$ cat src/rtl/tmds_pll_pkg.sv
// Shared types and constants for the TMDS PLL controller: state encoding and
// the per-mode divider selects for a 27 MHz reference.
package tmds_pll_pkg;

  localparam int MODE_W = 2;
  localparam int SEL_W  = 6;

  typedef enum logic [2:0] {
    ST_RESET_HOLD,
    ST_WAIT_LOCK,
    ST_STABLE,
    ST_RUN,
    ST_FAIL
  } state_t;

  typedef struct packed {
    logic [SEL_W-1:0] idsel;
    logic [SEL_W-1:0] fbdsel;
    logic [SEL_W-1:0] odsel;
  } pll_sel_t;

  // Selects are pre-encoded as (64 - divider); TMDS clock = 5x pixel clock.
  // 480p 135 MHz: /1 x5 /4; 720p and 1080i 371.25 MHz: /4 x55 /2;
  // 1024x768 ~324 MHz: /1 x12 /2.
  localparam pll_sel_t MODE_TABLE [0:3] = '{
    '{6'd63, 6'd59, 6'd60},
    '{6'd60, 6'd9,  6'd62},
    '{6'd60, 6'd9,  6'd62},
    '{6'd63, 6'd52, 6'd62}
  };

endpackage

$ cat src/rtl/tmds_pll_ctrl_sync_2ff.sv
// Two-flop synchronizer bringing the asynchronous PLL lock into clkin.
module sync_2ff (
  input  logic i_clk,
  input  logic i_rst,
  input  logic i_d,
  output logic o_q
);

  logic r_meta;
  logic r_sync;

  always_ff @(posedge i_clk) begin
    if (i_rst) begin
      r_meta <= 1'b0;
      r_sync <= 1'b0;
    end else begin
      r_meta <= i_d;
      r_sync <= r_meta;
    end
  end

  assign o_q = r_sync;

endmodule

$ cat src/rtl/tmds_pll_ctrl.sv
// PLL bring-up sequencer for the TMDS clock: reset pulse, lock qualification
// with timeout and retries, run-time relock and mode switching.
module tmds_pll_ctrl
  import tmds_pll_pkg::*;
#(
  parameter int RESET_HOLD_CYCLES   = 16,
  parameter int LOCK_STABLE_CYCLES  = 1024,
  parameter int LOCK_TIMEOUT_CYCLES = 65536,
  parameter int MAX_RETRIES         = 3,
  parameter int DEFAULT_MODE        = 0
) (
  input  logic              clkin,
  input  logic              reset,
  input  logic [MODE_W-1:0] mode_req,
  input  logic              mode_valid,
  output logic              mode_ready,
  input  logic              pll_lock,
  output logic              pll_reset,
  output logic [SEL_W-1:0]  pll_idsel,
  output logic [SEL_W-1:0]  pll_fbdsel,
  output logic [SEL_W-1:0]  pll_odsel,
  output logic [MODE_W-1:0] cur_mode,
  output logic              clk_ready,
  output logic              serdes_rst,
  output logic              fail,
  output logic [1:0]        retry_cnt
);

  localparam int MAX_A   = (RESET_HOLD_CYCLES > LOCK_STABLE_CYCLES) ? RESET_HOLD_CYCLES
                                                                    : LOCK_STABLE_CYCLES;
  localparam int MAX_CNT = (MAX_A > LOCK_TIMEOUT_CYCLES) ? MAX_A : LOCK_TIMEOUT_CYCLES;
  localparam int CNT_W   = $clog2(MAX_CNT + 1);

  localparam logic [CNT_W-1:0] HOLD_LAST = CNT_W'(RESET_HOLD_CYCLES - 1);
  localparam logic [CNT_W-1:0] STAB_LAST = CNT_W'(LOCK_STABLE_CYCLES - 1);
  localparam logic [CNT_W-1:0] TO_LAST   = CNT_W'(LOCK_TIMEOUT_CYCLES - 1);

  function automatic logic [CNT_W-1:0] sat_inc(input logic [CNT_W-1:0] v,
                                               input logic [CNT_W-1:0] lim);
    return (v >= lim) ? lim : v + 1'b1;
  endfunction

  state_t            r_state;
  logic [CNT_W-1:0]  r_hold_cnt;
  logic [CNT_W-1:0]  r_stab_cnt;
  logic [CNT_W-1:0]  r_to_cnt;
  logic [1:0]        r_retry;
  logic [MODE_W-1:0] r_mode;
  pll_sel_t          r_sel;
  logic              r_pll_reset;
  logic              r_clk_ready;
  logic              r_serdes_rst;
  logic              r_fail;
  logic              r_mode_ready;
  logic              w_lock_s;
  logic              w_accept;

  sync_2ff u_lock_sync (
    .i_clk (clkin),
    .i_rst (reset),
    .i_d   (pll_lock),
    .o_q   (w_lock_s)
  );

  // mode_ready is high exactly in RUN and FAIL, so it alone qualifies a request.
  assign w_accept = mode_valid & r_mode_ready;

  always_ff @(posedge clkin) begin
    if (reset) begin
      r_state      <= ST_RESET_HOLD;
      r_hold_cnt   <= '0;
      r_stab_cnt   <= '0;
      r_to_cnt     <= '0;
      r_retry      <= '0;
      r_mode       <= MODE_W'(DEFAULT_MODE);
      r_sel        <= MODE_TABLE[MODE_W'(DEFAULT_MODE)];
      r_pll_reset  <= 1'b1;
      r_clk_ready  <= 1'b0;
      r_serdes_rst <= 1'b1;
      r_fail       <= 1'b0;
      r_mode_ready <= 1'b0;
    end else if (w_accept) begin
      // A mode request outranks a simultaneous lock loss: one restart only.
      r_mode       <= mode_req;
      r_sel        <= MODE_TABLE[mode_req];
      r_retry      <= '0;
      r_fail       <= 1'b0;
      r_state      <= ST_RESET_HOLD;
      r_hold_cnt   <= '0;
      r_pll_reset  <= 1'b1;
      r_clk_ready  <= 1'b0;
      r_serdes_rst <= 1'b1;
      r_mode_ready <= 1'b0;
    end else begin
      unique case (r_state)
        ST_RESET_HOLD: begin
          if (r_hold_cnt >= HOLD_LAST) begin
            r_state     <= ST_WAIT_LOCK;
            r_pll_reset <= 1'b0;
            r_to_cnt    <= '0;
          end else begin
            r_hold_cnt <= sat_inc(r_hold_cnt, HOLD_LAST);
          end
        end
        ST_WAIT_LOCK, ST_STABLE: begin
          if (r_to_cnt >= TO_LAST) begin
            if (int'(r_retry) < MAX_RETRIES && r_retry != 2'b11) begin
              r_retry     <= r_retry + 2'd1;
              r_state     <= ST_RESET_HOLD;
              r_hold_cnt  <= '0;
              r_pll_reset <= 1'b1;
            end else begin
              r_state      <= ST_FAIL;
              r_fail       <= 1'b1;
              r_pll_reset  <= 1'b1;
              r_mode_ready <= 1'b1;
            end
          end else begin
            r_to_cnt <= sat_inc(r_to_cnt, TO_LAST);
            if (r_state == ST_WAIT_LOCK) begin
              if (w_lock_s) begin
                r_state    <= ST_STABLE;
                r_stab_cnt <= '0;
              end
            end else if (!w_lock_s) begin
              r_state    <= ST_WAIT_LOCK;
              r_stab_cnt <= '0;
            end else if (r_stab_cnt >= STAB_LAST) begin
              r_state      <= ST_RUN;
              r_clk_ready  <= 1'b1;
              r_serdes_rst <= 1'b0;
              r_mode_ready <= 1'b1;
            end else begin
              r_stab_cnt <= sat_inc(r_stab_cnt, STAB_LAST);
            end
          end
        end
        ST_RUN: begin
          if (!w_lock_s) begin
            r_retry      <= '0;
            r_state      <= ST_RESET_HOLD;
            r_hold_cnt   <= '0;
            r_pll_reset  <= 1'b1;
            r_clk_ready  <= 1'b0;
            r_serdes_rst <= 1'b1;
            r_mode_ready <= 1'b0;
          end
        end
        ST_FAIL: begin
          r_pll_reset <= 1'b1;
        end
        default: begin
          r_state      <= ST_RESET_HOLD;
          r_hold_cnt   <= '0;
          r_pll_reset  <= 1'b1;
          r_clk_ready  <= 1'b0;
          r_serdes_rst <= 1'b1;
          r_mode_ready <= 1'b0;
        end
      endcase
    end
  end

  assign mode_ready = r_mode_ready;
  assign pll_reset  = r_pll_reset;
  assign pll_idsel  = r_sel.idsel;
  assign pll_fbdsel = r_sel.fbdsel;
  assign pll_odsel  = r_sel.odsel;
  assign cur_mode   = r_mode;
  assign clk_ready  = r_clk_ready;
  assign serdes_rst = r_serdes_rst;
  assign fail       = r_fail;
  assign retry_cnt  = r_retry;

endmodule
$ cat config.mk
export PLATFORM = sky130hd
export DESIGN_NAME = tmds_pll_ctrl
export DESIGN_NICKNAME = d
export VERILOG_FILES = /design/src/rtl/tmds_pll_pkg.sv /design/src/rtl/tmds_pll_ctrl_sync_2ff.sv /design/src/rtl/tmds_pll_ctrl.sv
export SDC_FILE = /design/constraint.sdc
export NUM_CORES = 1
export LEC_CHECK = 0
export ABC_AREA = 1
export CAP_MARGIN = 20
export CORE_MARGIN = 5
export CORE_UTILIZATION = 37
export CTS_CLUSTER_DIAMETER = 60
export CTS_CLUSTER_SIZE = 12
export DETAILED_ROUTE_END_ITERATION = 10
export SYNTH_ARGS = -nofsm -noshare
export SYNTH_HDL_FRONTEND = slang
export SYNTH_SLANG_ARGS = --single-unit
$ cat constraint.sdc
create_clock -name clkin -period 2.6 [get_ports clkin]
set_input_delay 0.26 -clock clkin [delete_from_list [all_inputs] [get_ports clkin]]
set_output_delay 0.26 -clock clkin [all_outputs]
set_load 0.02 [all_outputs]
### After elaboration in Yosys (flattened, before gate mapping)

Index checks and enable logic that the tools add are counted.

| cells by class | value |
|---|---|
| add/subtract/negate cells | 4 |
| order comparisons | 5 |
| equality and inequality tests | 22 |
| multiplexer cells | 46 |
| bitwise logic cells | 7 |
| reduce and logical (&&, ||, !) cells | 16 |

Operator list:

| operator | count |
|---|---|
| $mux W17 | 10 |
| $pmux W17 S4 | 1 |
| $add A17 B1 Y17 const B | 3 |
| $bmux W18 S2 | 1 |
| $mux W18 | 2 |
| $pmux W17 S2 | 1 |
| $mux W3 | 8 |
| $ne A2 B2 Y1 const B | 9 |
| $ge A17 B10 Y1 const B | 1 |
| $ge A17 B16 Y1 const B | 1 |
| $ge A17 B4 Y1 const B | 1 |
| $reduce_and A5 Y1 | 3 |
| $mux W1 | 14 |
| $ne A3 B3 Y1 const B | 4 |
| $pmux W1 S3 | 4 |
| $pmux W3 S4 | 1 |
| $reduce_and A6 Y1 | 2 |
| $reduce_and A4 Y1 | 2 |
| $eq A3 B2 Y1 const B | 2 |
| $mux W2 | 3 |
| $reduce_and A3 Y1 | 2 |
| $reduce_or A2 Y1 | 3 |
| $ne A5 B5 Y1 const B | 1 |
| $not A1 Y1 | 5 |
| 14 further kinds | 16 |

| storage, ports and cells | value |
|---|---|
| flip-flop bits (word level) | 83 |
| output and inout bits | 27 |
| word-level logic and storage cells | 116 |

### Logic depth before layout (Yosys ltp)

Gate-level depths: netlist of the first run.

| depth | value |
|---|---|
| word-level depth | 6 |
| gate-level depth with buffers | 14 |
| mapped depth without buffers | 14 |

### Cells and area by module

Synthesis of the first run repeated with hierarchy kept, for this count alone.

| second synthesis, totals | value |
|---|---|
| cells, all modules | 533 |
| area total of the unflattened synthesis | 3803.6 sq um |

Modules (own cells, without submodules):

| module | instances | cells each | area each (sq um) | sequential area each (sq um) |
|---|---|---|---|---|
| tmds_pll_ctrl | 1 | 527 | 3748.6 | 1361.3 |
| sync_2ff | 1 | 6 | 55.1 | 40.0 |

### Worst setup path after synthesis of the first run

OpenSTA, ideal clock, no wires.

| path | value |
|---|---|
| path kind | reg-to-reg |
| start point | reg r_to_cnt[0] |
| end point | reg r_to_cnt[2] |
| setup time | 0.132 ns |
| arrival | 2.083 ns |
| required time | 2.468 ns |
| setup slack | 0.385 ns |
| stages on the path, launching flop included | 15 |
| period minus slack after synthesis | 2.215 ns |
| path through | dfxtp_1 ha_1 nand3_1 nor2_1 nand3_1 nor4_1 ha_1 nor2_1 inv_1 o21bai_4 nand2_2 nand2_4 buf_4 nand2_1 a21oi_1 |

| between the ends | value |
|---|---|
| word-level cells in the longest chain between the ends | 3 |

RTL lines:

| element | line | RTL |
|---|---|---|
| start: declaration | tmds_pll_ctrl.sv:46 | `logic [CNT_W-1:0] r_to_cnt;` |
| start signal: assignment | tmds_pll_ctrl.sv:119 | `r_to_cnt <= sat_inc(r_to_cnt, TO_LAST);` |
| $add A17 B1 Y17 or $ge A17 B16 Y1 (tied branches) | tmds_pll_ctrl.sv:40, tmds_pll_ctrl.sv:106 |  |
| $mux W17 or $ne A2 B2 Y1 (tied branches) | - |  |
| $pmux W17 S2 or $reduce_and A4 Y1 (tied branches) | - |  |

Several ways; a longest one is shown, not always the timed one. The select of a mux whose other input is x is not followed.
A chain may end at the register's enable or synchronous reset.

### Worst setup path in the final report of the first run

| path | value |
|---|---|
| start point | reg r_to_cnt[1] |
| end point | reg r_to_cnt[9] |

Same word-level chain as after synthesis.

==> results.md, run 1 <==
- Outcome: completed
- Yosys cell types: 47
- Post-synthesis xor/xnor area fraction: 0.0323
- Setup TNS: 0 ns
- Post-synthesis async set-or-reset flop share: 0
- Maxcap violations: 0
- CTS Buffer Depth: 2
- Input/output buffers: 23
- Lkg Pwr: 0.00155 uW
- H-tree Lvls: 3
- CORE AREA: 0.0102 mm^2
- Placed wire-length estimate: 6030 um
- Pin count of the biggest net entering global routing: 35
- Final Setup Violations: 0
- Sequential area share after synthesis: 0.369
- Reg clk slew, reported paths: 0.08 ns
- Placed cells: 660
- Power Density: 584 mW/mm^2
- DRC Markers: 0
- Routed Antenna Nets: 0
- Metal2 WL: 3910 um
- Initial drt markers: 187
- Tightest Pin Transition: 0.509 ns
- Area leader, netlist: dfxtp_1
- Minimum clock period: 2.39 ns
- # rows: 37
- Final net count: 550
- Top post-synthesis cells by area: dfxtp_1, nand2_1, nor2_1
- N_diodes: 0
- Final period util: 0.920
- Worst hold-check slack: 0.405 ns
- Drt pass-1 iters: 4
- Worst Hold Depth: 2
- Vias in the first global route: 3118
- Number of synthesized flops with an enable pin: 0
- WP data arrival: 2.61 ns
- Post-synthesis sequential element count: 70
- Syn avg cell area: 7.40 um^2
- Critical Path RT: 2.82 ns
- Final Max Tran Viols: 0
- Synth top area share: 0.369
- Ys Warns: 0
- Adder-cell share of the synthesized area: 0.0296
- Synth top cells by count: nand2_1, nor2_1, dfxtp_1, nand3_1
- Proportion of synthesized area in mux cells: 0
- Worst slew margin: 0.659
- Post-synthesis simple-gate area fraction: 0.377
- IR drop worst, VDD: 0.000452 V
- Clk Latency, worst-skew pair: 0.35 ns
- Mapped Area: 0.00380 mm^2
- Top Ports: 33
- CP Max Fanout: 14
- Layout cells sized above 1: 0.143
- Max Fclk: 418 MHz
- Reg2Reg Setup Slack: 0.21 ns
- Routed wire per std cell: 12.3 um
- Ys flop type: dfxtp_1
- Total GRT Usage: 0.139
- Startpoint types: flop
- Tot Pwr: 2530 uW
- Initial antenna violation count: 0
- Final cell count without fillers: 676
- Syn Inst Count: 514
- Starting Density: 0.373
- Endpoint class of the critical path: flop
- Kind of critical path: reg2reg
- Hold path start: u_lock_sync.r_meta$_SDFF_PP0_
- Die Y: 111 um
- DIE WIDTH: 111 um
- Vias per cell: 4.81
- Post-Route Skew: 0.00752 ns
- GP Congestion: 0.859
- Hold Vio Cnt, Final: 0
- Total Wirelength: 8300 um
- Vias: 3252
- Clock sink count: 70
- Die ar.: 0.0124 mm^2
- Root Driver: clkbuf_8
- # Post-CTS Setup Buffers: 0
- Synth Area in Compound Gates: 0.0938
- Reg2reg end: r_to_cnt[9]$_SDFFE_PP0P_
- Area Overhead vs Synth: 13.8%
- Global-route wire length before repair: 14600 um
- R2R depth: 13
- CTS tree: built
- Combinational family with the most area after synthesis: simple AND/OR/NAND/NOR gates
- Num CTS Buffers: 9
- Top-count cell post-synth: nand2_1
- Hold EP: u_lock_sync.o_q$_SDFF_PP0_
- HP Class: reg2reg
- Worst reg2reg path startpoint: r_to_cnt[1]$_SDFFE_PP0P_
- Max Used Layer: met4
- Wl on met1: 3940 um
- DR WL met3: 295 um
- Total global routing overflow: 0
-- cells in the final DEF, fill, tap and decap left out, types with 3 or more instances in the layout --
cell type / instances
nand2_1: 88
nor2_1: 79
dfxtp_1: 70
nand3_1: 51
inv_1: 42
a21oi_1: 42
clkdlybuf4s50_1: 23
nand2_2: 12
xor2_1: 11
clkbuf_8: 11
o21ai_0: 10
nand4_1: 10
nor2_2: 9
ha_1: 9
conb_1: 9
nor3_2: 7
inv_2: 5
buf_4: 5
nor4_1: 4
nor2_4: 4
nor2_8: 3
xnor2_1: 3
o21ai_2: 3
-- layer usage --
| metal | GRT usage | vias to the layer above |
|---|---|---|
| li1 | - | 1686 |
| met1 | 0.176 | 1489 |
| met2 | 0.231 | 61 |
| met3 | 0.0337 | 16 |
| met4 | 0.0479 | 0 |
| met5 | 0 | - |
-- power breakdown --
| part | total [uW] | switching [uW] | internal [uW] |
|---|---|---|---|
| Clock | 1010 | 420 | 592 |
| Combinational | 366 | 236 | 130 |
| Sequential | 1150 | 35.7 | 1110 |
-- how the worst max path moves through the flow --
stage                                        start                        to  depth (start not counted)
after floorplan           r_to_cnt[0]$_SDFFE_PP0P_  r_to_cnt[2]$_SDFFE_PP0P_                         14
after global placement    r_to_cnt[1]$_SDFFE_PP0P_   r_state[0]$_SDFFE_PP0P_                         14
after detailed placement  r_to_cnt[1]$_SDFFE_PP0P_   r_state[0]$_SDFFE_PP0P_                         14
after CTS                 r_to_cnt[1]$_SDFFE_PP0P_   r_state[0]$_SDFFE_PP0P_                         14
after global routing      r_to_cnt[1]$_SDFFE_PP0P_  r_to_cnt[8]$_SDFFE_PP0P_                         13
final                     r_to_cnt[1]$_SDFFE_PP0P_  r_to_cnt[9]$_SDFFE_PP0P_                         13
-- worst max-delay path, cell delays in order, from the launching register on --
cell and delay (ns):
dfxtp_1 0.39, ha_1 0.23, nand3_1 0.18, nor2_1 0.14, nand3_1 0.08, nor4_1 0.22, ha_1 0.26, nor2_4 0.07
inv_1 0.06, o21bai_4 0.14, nand2_2 0.12, buf_4 0.21, nand3_1 0.10, a21oi_1 0.07
-- stage by stage --
stage | setup slack (ns) | area (um^2) | utilization
global placement | 0.252 | 4080 | 0.401
CTS | 0.0970 | 4320 | 0.424
floorplan | 0.385 | 3830 | -
detailed placement | 0.114 | 4080 | 0.401
global route | -0.0194 | 4320 | 0.425
finish | 0.208 | 4320 | 0.425
-- registers in the layout, summed over array words and instances (netlist names) --
name and cells:
fail 1, r_stab_cnt 17, pll_odsel 1, serdes_rst 1
u_lock_sync.r_meta 1, cur_mode 2, retry_cnt 2, clk_ready 1
u_lock_sync.o_q 1, r_state 3, pll_reset 1, pll_fbdsel 4
mode_ready 1, r_to_cnt 17, r_hold_cnt 17
-- area by class of cell --
class                      instances  area (um^2)
fill                            1056         5860
timing repair buffer              28          268
multi-input combinational        377         2070
clock buffer                      11          151
clock inverter                     5         81.3
tap                              136          170
sequential                        70         1400
inverter                          49          186
-- cells by family (layout without fill, tap and decap cells) --
| logic type | after synthesis | count (layout) |
|---|---|---|
| AND/OR/NAND/NOR | 283 | 283 |
| buffers and inverters | 74 | 93 |
| flip-flops | 70 | 70 |
| AO/OA/AOI/OAI | 62 | 62 |
| XOR/XNOR | 14 | 14 |
| adder cells (fa/ha/maj) | 9 | 9 |
| other | 2 | 9 |
-- timing repair --
action                                  in CTS  in global routing
gates resized for setup                      0                  2
hold buffers                                 0                  0
endpoints found under the setup margin       0                 21
Note: power is estimated with default switching activity, not from simulation.
==> inputs of run 2 (changes only) <==
--- a/config.mk
+++ b/config.mk
@@ -6,8 +6,7 @@
 export NUM_CORES = 1
 export LEC_CHECK = 0
 export ABC_AREA = 1
-export CAP_MARGIN = 20
-export CORE_MARGIN = 5
+export ABC_CLOCK_PERIOD_IN_PS = 2600
 export CORE_UTILIZATION = 37
 export CTS_CLUSTER_DIAMETER = 60
 export CTS_CLUSTER_SIZE = 12
==> run 2 against run 1 <==
  * Hold slack worse by 0.00056 ns
  * Core utilization up 0.95 points
  * Largest cell class unchanged
  * Critical path type unchanged
  * Via count down 1.6%
==> results.md, run 2 (synthesis gave the netlist of run 1 again) <==
- Outcome: completed
- Die ar.: 0.0107 mm^2 (-14%)
- HP Class: reg2reg
- CTS Buffer Depth: 2 (unchanged)
- # fillers: 1023 (-3.1%)
- Total GRT Usage: 0.168 (+0.0290)
- Initial drt markers: 80 (-57%)
- Largest stage delay, worst path: 0.39 ns (about the same)
- CORE AREA: 0.00986 mm^2 (-3.1%)
- Reg2Reg Setup Slack: 0.27 ns (+0.07 ns)
- Kind of critical path: reg2reg
- Clk Latency, worst-skew pair: 0.35 ns (about the same)
- Setup TNS: 0 ns (unchanged)
- Worst slew margin: 0.653 (-0.00661)
- Total Wirelength: 7740 um (-6.6%)
- Input/output buffers: 23 (unchanged)
- Area Overhead vs Synth: 12.6%
- Design Area, Final: 0.00428 mm^2 (-0.98%)
- Drt pass-1 iters: 4 (unchanged)
- DRC Markers: 0 (unchanged)
- CTS tree: built
- Starting Density: 0.385 (+0.0121)
- Lkg Pwr: 0.00154 uW (-0.90%)
- Vias per cell: 4.75 (-1.3%)
- Minimum clock period: 2.33 ns (-0.0662 ns)
- Tot Pwr: 2340 uW (-7.5%)
- Vias in the first global route: 2978 (-4.5%)
- Final Max Tran Viols: 0 (unchanged)
- Power Density: 546 mW/mm^2 (-6.6%)
- Vias: 3201 (-1.6%)
- Largest registers: r_hold_cnt (17), r_stab_cnt (17), r_to_cnt (17)
- # rows: 36 (-2.7%)
- Tightest Pin Transition: 0.518 ns (+0.00838 ns)
- Max Fclk: 430 MHz (+2.8%)
- Placed instance area: 0.00410 mm^2 (+0.46%)
- GP Congestion: 0.850 (-0.94%)
- Placed wire-length estimate: 5580 um (-7.4%)
- DIE WIDTH: 103 um (-7.2%)
- Num CTS Buffers: 9 (unchanged)
- Commonest non-fill, non-tap cells in the layout: nand2_1, nor2_1, dfxtp_1, nand3_1
- Final cell count without fillers: 674 (-0.30%)
- Top delay family on crit path: simple AND/OR/NAND/NOR gates
- Pin count of the biggest net entering global routing: 35 (unchanged)
- H-tree Lvls: 3 (unchanged)
- N_diodes: 0 (unchanged)
- Root Driver: clkbuf_8
- Critical Path RT: 2.89 ns (+0.07 ns)
- WP data arrival: 2.61 ns (about the same)
- IR drop worst, VDD: 0.000319 V (-29%)
- Die Y: 103 um (-7.2%)
- Buf/Inv on CP: 0 (-2)
- Final net count: 553 (+0.55%)
- Hold Vio Cnt, Final: 0 (unchanged)
- Clock sink count: 70 (unchanged)
- Maxcap violations: 0 (unchanged)
- Initial antenna violation count: 0 (unchanged)
- CP Max Fanout: 20 (+6)
- Global-route wire length before repair: 13800 um (-5.0%)
- Top Ports: 33 (unchanged)
- Final period util: 0.894 (-0.0255)
- # Post-CTS Setup Buffers: 0 (unchanged)
- Placed cells: 660 (unchanged)
- Final Setup Violations: 0 (unchanged)
- Layout cells sized above 1: 0.144 (+0.00158)
- RSZ-0062 raised after global routing: no
- CP cell instances: ha_1, nand3_1, nor2_1, nand3_1, nor4_1, ha_1, nor2_2, nand3_4, nand3_4, or2_0, a21oi_1
- Post-Route Skew: 0.00902 ns (+0.00150 ns)
- Routed wire per std cell: 11.5 um (-6.4%)
- Most common cell after layout, fill and taps aside: nand2_1
- Total global routing overflow: 0 (unchanged)
- Endpoint class of the critical path: flop
- Startpoint types: flop
- Routed Antenna Nets: 0 (unchanged)
- Slowest CP cell: dfxtp_1
- Reg clk slew, reported paths: 0.08 ns (about the same)
run 2: cell types whose count changed in the layout (fill, tap and decap cells not counted), sizes merged:
cell and delta:
bufinv -1, clkbuf -2, buf +3, clkinv +1
run 2: power breakdown:
part / internal (uW) / total (uW) / switching [uW]
clock: 427 / 821 / 395
combinational: 131 / 365 / 234
sequential: 1110 / 1150 / 37.1
run 2: final cells by class:
cell class,count,area (um^2),share of cell area
multi-input cells,377,2060,0.481
repair buffers,31,290,0.0678
clock inverters,5,52.6,0.0123
inverters,49,186,0.0435
well taps,133,166,0.0389
flip-flops and latches,70,1400,0.327
clock buffers,9,124,0.0289
run 2: worst reg2reg max path, stage by stage (launching register included):
cell     delay, ns
dfxtp_1       0.39
ha_1          0.23
nand3_1       0.11
nor2_1        0.12
nand3_1       0.07
nor4_1        0.21
ha_1          0.22
nor2_2        0.07
nand3_4       0.15
nand3_4       0.27
or2_0         0.29
a21oi_1       0.12
run 2: repair_timing:
| item | 4_1_cts | 5_1_grt |
|---|---|---|
| gates resized for setup | 0 | 1 |
| setup endpoints to repair | 0 | 1 |
| hold buffers | 0 | 0 |
run 2: path summary, 6_finish.rpt:
path,to,cells after the start,from
setup / recovery,r_hold_cnt[0]$_SDFFE_PP0P_,11,r_to_cnt[1]$_SDFFE_PP0P_
hold / removal,u_lock_sync.o_q$_SDFF_PP0_,2,u_lock_sync.r_meta$_SDFF_PP0_
setup reg to reg,r_hold_cnt[0]$_SDFFE_PP0P_,11,r_to_cnt[1]$_SDFFE_PP0P_
hold reg to reg,u_lock_sync.o_q$_SDFF_PP0_,2,u_lock_sync.r_meta$_SDFF_PP0_
run 2: per-layer routing:
metal	up-vias	part of all wire	track usage	wire length (um)
met4	0	0.012	0.0542	96
met3	10	0.041	0.0484	316
li1	1690	-	-	-
met5	-	0	0	0
met2	55	0.46	0.268	3570
met1	1446	0.49	0.217	3760
run 2: stage by stage:
| stage | util | hold WS (ns) | setup WS (ns) |
|---|---|---|---|
| 3_3_place_gp | 0.416 | 0.390 | 0.336 |
| 6_report | 0.434 | 0.405 | 0.275 |
| 4_1_cts | 0.434 | 0.408 | 0.231 |
| 5_1_grt | 0.434 | 0.447 | 0.0981 |
| 3_5_place_dp | 0.416 | 0.398 | 0.250 |
| 2_1_floorplan | - | 0.367 | 0.385 |
==> inputs of run 3 (changes only) <==
--- a/config.mk
+++ b/config.mk
@@ -14,3 +14,4 @@
 export SYNTH_ARGS = -nofsm -noshare
 export SYNTH_HDL_FRONTEND = slang
 export SYNTH_SLANG_ARGS = --single-unit
+export TNS_END_PERCENT = 1
==> results of run 3 <==
The final DEF is identical to that of run 2; final timing and power are the same.
